==> src/rtl/beta_exe_lsu.sv <==
//------------------------------------------------------------------------------
// beta_exe_lsu : execute-stage load/store unit, single-outstanding data bus port
// Optional watchdog on REQ/RESP waits: define BETA_LSU_TIMEOUT_EN.
// Revision: 1.0 - initial release
//------------------------------------------------------------------------------
`default_nettype none

module beta_exe_lsu #(
  parameter int DataWidth     = 32,
  parameter int TimeoutCycles = 64
) (
  input  logic                 clk_i,
  input  logic                 rst_i,
  input  logic                 lsu_en_i,
  input  logic                 lsu_op_i,
  input  logic [1:0]           lsu_op_size_i,
  input  logic                 lsu_unsigned_i,
  input  logic [DataWidth-1:0] lsu_addr_i,
  input  logic [DataWidth-1:0] lsu_wdata_i,
  output logic                 lsu_busy_o,
  output logic [DataWidth-1:0] lsu_rdata_o,
  output logic                 lsu_err_o,
  output logic                 data_req_o,
  input  logic                 data_gnt_i,
  output logic [DataWidth-1:0] data_addr_o,
  output logic                 data_we_o,
  output logic [3:0]           data_be_o,
  output logic [DataWidth-1:0] data_wdata_o,
  input  logic                 data_rvalid_i,
  input  logic [DataWidth-1:0] data_rdata_i,
  input  logic                 data_err_i
);

  typedef enum logic [1:0] {
    IDLE = 2'd0,
    REQ  = 2'd1,
    RESP = 2'd2,
    ERR  = 2'd3
  } state_e;

  state_e               state_q, state_d;
  logic                 op_q, op_d;
  logic [1:0]           size_q, size_d;
  logic                 uns_q, uns_d;
  logic [DataWidth-1:0] addr_q, addr_d;
  logic [DataWidth-1:0] wdata_q, wdata_d;
  logic [DataWidth-1:0] rdata_q, rdata_d;
  logic                 err_q, err_d;

  logic                 misaligned;
  logic                 timeout;
  logic [7:0]           ld_byte;
  logic [15:0]          ld_half;
  logic [DataWidth-1:0] load_ext;
  logic [3:0]           be;

  assign misaligned = (lsu_op_size_i == 2'b11) ||
                      ((lsu_op_size_i == 2'b01) && lsu_addr_i[0]) ||
                      ((lsu_op_size_i == 2'b10) && (lsu_addr_i[1:0] != 2'b00));

  always_comb begin
    ld_byte = data_rdata_i[7:0];
    case (addr_q[1:0])
      2'd1:    ld_byte = data_rdata_i[15:8];
      2'd2:    ld_byte = data_rdata_i[23:16];
      2'd3:    ld_byte = data_rdata_i[31:24];
      default: ld_byte = data_rdata_i[7:0];
    endcase
    ld_half = addr_q[1] ? data_rdata_i[31:16] : data_rdata_i[15:0];
    case (size_q)
      2'b00:   load_ext = {{24{~uns_q & ld_byte[7]}}, ld_byte};
      2'b01:   load_ext = {{16{~uns_q & ld_half[15]}}, ld_half};
      default: load_ext = data_rdata_i;
    endcase
  end

  always_comb begin
    case (size_q)
      2'b00:   be = 4'b0001 << addr_q[1:0];
      2'b01:   be = 4'b0011 << addr_q[1:0];
      2'b10:   be = 4'b1111;
      default: be = 4'b0000;
    endcase
  end

`ifdef BETA_LSU_TIMEOUT_EN
  localparam int CntW = $clog2(TimeoutCycles) + 1;
  logic [CntW-1:0] cnt_q, cnt_d;

  // Restarts on every state change so REQ and RESP each get a full budget.
  always_comb begin
    cnt_d = '0;
    if (((state_q == REQ) || (state_q == RESP)) && (state_d == state_q))
      cnt_d = cnt_q + 1'b1;
  end

  always_ff @(posedge clk_i or posedge rst_i) begin
    if (rst_i) cnt_q <= '0;
    else       cnt_q <= cnt_d;
  end

  assign timeout = (cnt_q == CntW'(TimeoutCycles - 1));
`else
  assign timeout = 1'b0;
`endif

  always_comb begin
    state_d = state_q;
    op_d    = op_q;
    size_d  = size_q;
    uns_d   = uns_q;
    addr_d  = addr_q;
    wdata_d = wdata_q;
    rdata_d = rdata_q;
    err_d   = err_q;
    case (state_q)
      IDLE: begin
        if (lsu_en_i) begin
          op_d    = lsu_op_i;
          size_d  = lsu_op_size_i;
          uns_d   = lsu_unsigned_i;
          addr_d  = lsu_addr_i;
          wdata_d = lsu_wdata_i;
          err_d   = 1'b0;
          state_d = misaligned ? ERR : REQ;
        end
      end
      REQ: begin
        if (data_gnt_i) begin
          state_d = RESP;
        end else if (timeout) begin
          state_d = IDLE;
          err_d   = 1'b1;
        end
      end
      RESP: begin
        if (data_rvalid_i) begin
          state_d = IDLE;
          err_d   = data_err_i;
          if (!op_q) rdata_d = load_ext;
        end else if (timeout) begin
          state_d = IDLE;
          err_d   = 1'b1;
        end
      end
      ERR: begin
        err_d   = 1'b1;
        state_d = IDLE;
      end
      default: state_d = IDLE;
    endcase
  end

  always_ff @(posedge clk_i or posedge rst_i) begin
    if (rst_i) begin
      state_q <= IDLE;
      op_q    <= 1'b0;
      size_q  <= 2'b00;
      uns_q   <= 1'b0;
      addr_q  <= '0;
      wdata_q <= '0;
      rdata_q <= '0;
      err_q   <= 1'b0;
    end else begin
      state_q <= state_d;
      op_q    <= op_d;
      size_q  <= size_d;
      uns_q   <= uns_d;
      addr_q  <= addr_d;
      wdata_q <= wdata_d;
      rdata_q <= rdata_d;
      err_q   <= err_d;
    end
  end

  // Bus outputs derive only from registered state, so they hold steady until grant.
  assign data_req_o   = (state_q == REQ);
  assign data_addr_o  = {addr_q[DataWidth-1:2], 2'b00};
  assign data_we_o    = data_req_o & op_q;
  assign data_be_o    = data_req_o ? be : 4'b0000;
  assign data_wdata_o = (size_q == 2'b00) ? {4{wdata_q[7:0]}} :
                        (size_q == 2'b01) ? {2{wdata_q[15:0]}} : wdata_q;

  assign lsu_busy_o  = (state_q != IDLE);
  assign lsu_rdata_o = rdata_q;
  assign lsu_err_o   = err_q;

endmodule

`default_nettype wire

==> config.mk <==
export PLATFORM = sky130hd
export DESIGN_NAME = beta_exe_lsu
export DESIGN_NICKNAME = d
export VERILOG_FILES = /design/src/rtl/beta_exe_lsu.sv
export SDC_FILE = /design/constraint.sdc
export NUM_CORES = 1
export LEC_CHECK = 0
export ABC_AREA = 1
export BUFFER_PORTS_ARGS = -buffer_cell sky130_fd_sc_hd__buf_2
export CAP_MARGIN = 30
export CORE_ASPECT_RATIO = 1.4
export CORE_MARGIN = 2
export CORE_UTILIZATION = 45
export CTS_BUF_LIST = sky130_fd_sc_hd__clkbuf_16
export DETAILED_ROUTE_END_ITERATION = 16
export GPL_TIMING_DRIVEN = 0
export PLACE_DENSITY = 0.82
export REMOVE_ABC_BUFFERS = 1
export SYNTH_ARGS = -nofsm -noshare
export SYNTH_HDL_FRONTEND = slang
export SYNTH_SLANG_ARGS = --single-unit
==> constraint.sdc <==
create_clock -name clk_i -period 3.04 [get_ports clk_i]
set_clock_uncertainty 0.15 [all_clocks]
set_input_delay 0.152 -clock clk_i [delete_from_list [all_inputs] [get_ports clk_i]]
set_output_delay 0.152 -clock clk_i [all_outputs]
set_load 0.01 [all_outputs]
---- After elaboration in Yosys (flattened, before gate mapping) ----
Cells that the tools add are included.
operators by class
  multiplexer cells ....................... 15
  bitwise gates (word level) .............. 6
  reduce and logical (&&, ||, !) cells .... 12
  equality and inequality tests ........... 14
  shifts and indexed selects .............. 2
operator list
  kind                 number
  $mux 32              2
  $pmux 32 s2          1
  $pmux 8 s3           1
  $mux 16              1
  $eq 2x2->1 const B   7
  $pmux 4 s3           1
  $reduce_and 3->1     3
  $eq 2x1->1 const B   4
  $mux 2               4
  $pmux 2 s4           1
  $logic_not 2->1      2
  $mux 4               1
  $ne 2x2->1 const B   2
  $reduce_bool 2->1    2
  $shl 1x2->4 const A  1
  $shl 2x2->4 const A  1
  $and 1x1->1          3
  $not 1->1            3
  $pmux 1 s3           1
  $logic_and 1x1->1    2
  $logic_or 1x1->1     2
  $mux 1               2
  $ne 2x1->1 const B   1
  $reduce_and 2->1     1
storage, ports and cells
  register bits ........................... 103
  logic and storage cells ................. 57
  input port bits ......................... 106
  output and inout port bits .............. 104

---- Depth between registers and ports, before layout ----
  word-level depth ........................ 7
  depth in mapped cells ................... 9
  depth with buffers taken out ............ 8

---- Worst setup path after synthesis ----
OpenSTA, ideal clock, no wires.
  path kind ............................... flip-flop to output port
  start ................................... register state_q[0]
  end ..................................... output port data_be_o[3]
  required time ........................... 2738 ps
  buffers on the path ..................... 0
  path slack .............................. 1513 ps
  stages on the path, launching flop included .. 6
  arrival ................................. 1225 ps
  cells stage by stage .................... dfrtp_1 inv_1 nor2_1 o21ai_0 o21bai_1 a21oi_1
between the ends
  word-level cells in the longest chain between the ends .. 2
RTL lines
  element                 RTL line  source
  start, declared         41        state_e state_q, state_d;
  start signal, assigned  165       state_q <= state_d;
  $eq 2x1->1              177       assign data_req_o = (state_q == REQ);
  via data_req_o          23        output logic data_req_o,
  $mux 4                  180       assign data_be_o = data_req_o ? be : 4'b0000;
  end, declared           27        output logic [3:0] data_be_o,
The timed path passes the listed nets, and every way through them passes these cells.

---- Worst setup path after layout ----
  start ................................... register size_q[1]
  end ..................................... output port data_wdata_o[10]
between the ends
  word-level cells in the longest chain between the ends .. 2
RTL lines
  element                 RTL line  source
  start, declared         43        logic [1:0] size_q, size_d;
  start signal, assigned  167       size_q <= size_d;
  $logic_not 2->1         181       assign data_wdata_o = (size_q == 2'b00) ? {4{wdata_q[7:0]}} :
  $mux 32                 181
  end, declared           28        output logic [DataWidth-1:0] data_wdata_o,
Every way passes these cells.

==> impl_metrics.ini <==
[floorplan]
standard_cell_row_count = 47
die_w_um = 97.1
io_pins = 210
die_height_um = 134
core_region_area_mm2 = 0.0118
start_util_pct = 46.2
die-area_mm2 = 0.0130

[global_routing]
grt_first_pass_wirelength_um = 24600
grt_overflow = 0
grt_start_max_net_pins = 62
first_global_vias = 5031
grt_use_total_pct = 23.4
antenna_found_initial = 0

[hold_path]
worstHoldPathCells = 5
min-delay-path-class = input pin to flop

[synthesis]
post_synth_inst_count = 598
synth_cell_type_count = 28
yosysSeqAreaShare_pct = 47.2
syn_area_per_cell_um2 = 9.12
mappedNetlistArea_mm2 = 0.00546
synth_warnings = 0
synth-seq-cells = 103

[finish]
fin_nets = 939
area.growth.synth_to_final_pct = 35.9
layout.core_utilization_pct = 62.8
n_antenna_cell = 0
layout_cell_share_with_drive_strength_beyond_1_pct = 37.3

[route]
drt_pass1_iterations = 5
post_drt_wl_per_cell_um = 15.7
postRouteWirelength_um = 15400
avgViaCountPerCell = 5.07
detailroute.via_count = 4979
violation_count_after_the_first_detailed_routing_iteration = 218
drc = 0
final_antenna_net_count = 0

[clock_tree]
cts-root-buf = clkbuf_16
tritoncts = built
numCtsBuffers = 9
cts_h_tree_depth = 3
clock_sink_count = 103
clock_latency_ns = 0.34
worst_setup_hold_path_clk_slew_ns = 0.07
clockBufferDepth = 2
cts_setup_buffers = 0

[timing]
timing.final.setup_violations = 0
finalHoldViolCount = 0
post-route-period-util_pct = 85.6
post-route-min-period_ns = 2.60
max_freq_mhz = 384
timing.hold.ws_ns = 0.0124
worstMarginPinSlew_ns = 0.807
grt_setup_unrepaired = false
report.final.slew_viol_count = 0
maxSlewHeadroom_pct = 46.1

[critical_path]
path_max_fanout = 19
cp_data_required_time_ns = 2.74
arrival_ns = 2.30
worst_setup_path_end_kind = output pin
rr_worst_depth = 7
critical_setup_path_kind = flop to output pin
setup.worst_path.start_class = flop

[placement]
globalplace.congestion = 0.840
place_hpwl_um = 9810
port_buffers = 207

[power_and_ir_drop]
worst_ir_drop_vdd_mv = 0.503
power_density_normalized_to_cell_area_mw_per_mm2 = 1010
power.static_leakage_nw = 3.90

[run]
drv.max_cap_violation_count = 0

[outcome]
status = complete, no violations
[per-stage QoR]
stage / std cells / setup slack (ns) / setup TNS (ns) / instance area, µm² / total power, mW
2_1_floorplan: 530 / -0.0986 / -4.03 / 4960 / 4.73
3_3_place_gp: 884 / -1.25 / -185.58 / 6180 / 5.99
3_5_place_dp: 887 / 0.706 / 0 / 6270 / 6.05
4_1_cts: 983 / 0.465 / 0 / 7420 / 7.44
5_1_grt: 983 / 0.314 / 0 / 7420 / 7.95
6_report: 983 / 0.436 / 0 / 7420 / 7.45
[layout by cell type (no fill, tap or decap), drive strengths merged]
master	n
a21oi	53
a31oi	6
buf	210
bufinv	3
clkbuf	9
clkinvlp	1
conb	2
dfrtp	103
dlygate4sd3	82
inv	47
mux2	53
nand2	145
nand3	24
nor2	46
nor3	1
o211ai	8
o21ai	23
o21bai	2
o22ai	1
or2	17
[cells in the mapped netlist]
library cell    n  area [µm²]
o22ai_1         1        6.26
buf_6          10         113
o21ai_0        23         115
inv_2           5        18.8
a21oi_1        52         260
dfrtp_1       103        2580
clkbuf_1        9        33.8
nand2_1       143         537
nor3_1          1        5.00
nand3_1        21         105
nor2_1         42         158
conb_1          1        3.75
nand3_2         2        20.0
o21bai_1        2        15.0
a21oi_4         1        16.3
mux2_2         25         282
nor2_2          3        18.8
or2_2          17         106
a31oi_1         6        37.5
inv_4           1        6.26
o211ai_1        8        60.1
nor2_4          1        11.3
nand3_4         1        17.5
inv_1          40         150
nand2_2         2        12.5
buf_4          40         300
buf_2          10        50.1
mux2_4         28         420
[final timing paths]
| kind | slack [ns] | endpoint | startpoint |
|---|---|---|---|
| setup / recovery | 0.44 | data_wdata_o[10] | size_q[1] |
| hold / removal | 0.01 | lsu_rdata_o[12] | data_rdata_i[12] |
| setup reg to reg | 0.67 | lsu_rdata_o[22] | state_q[1] |
| hold reg to reg | 0.33 | lsu_rdata_o[14] | lsu_rdata_o[14] |
| max in group asynchronous | 1.73 | lsu_rdata_o[23] | rst_i |
| min in group asynchronous | 0.33 | wdata_q[20] | rst_i |
[cells by family (layout without fill, tap and decap cells)]
| group | Yosys count | in the layout | share of synthesized area [%] |
|---|---|---|---|
| mux | 53 | 53 | 12.9 |
| other cells | 1 | 2 | 0.0687 |
| buf+inv | 115 | 352 | 12.3 |
| compound gates | 93 | 93 | 9.36 |
| flops | 103 | 103 | 47.2 |
| simple gates | 233 | 233 | 18.2 |
[routing by layer]
| metal | share of wire, % | vias to the layer above | GRT usage [%] |
|---|---|---|---|
| li1 | - | 2347 | - |
| met2 | 53 | 223 | 42.9 |
| met3 | 6.4 | 32 | 4.79 |
| met5 | 0 | - | 0 |
| met1 | 38 | 2377 | 26.7 |
| met4 | 2.5 | 0 | 9.23 |
[final cells by class]
| class | instances | area [µm²] |
|---|---|---|
| fill | 941 | 4400 |
| tap | 147 | 184 |
| sequential | 103 | 2580 |
| multi-input combinational | 381 | 2220 |
| inverter | 46 | 178 |
| clock inverter | 5 | 101 |
| clock buffer | 9 | 225 |
| timing repair buffer | 292 | 1930 |
[registers in the layout, summed over array words and instances (netlist names)]
signal	cells
addr_q	32
lsu_err_o	1
lsu_rdata_o	32
op_q	1
size_q	2
state_q	2
uns_q	1
wdata_q	32
[worst max-delay path, cell delays in order, from the launching register on]
cell and delay (ns):
dfrtp_2 0.56, inv_4 0.29, nand2_2 0.14, inv_1 0.44, nand2_1 0.15, o21ai_0 0.16, buf_2 0.20
[what timing repair did]
action                                  CTS  global route
gates resized for setup                   0             0
hold buffers                             82             0
endpoints found under the hold margin   129             0
endpoints found under the setup margin    0             0
[power by group]
group / switching, mW / internal, mW / leakage (nW)
clock: 0.492 / 0.793 / 0.159
combinational: 1.96 / 1.66 / 2.54
sequential: 0.487 / 2.06 / 1.20
(Power assumes the default switching activity.)
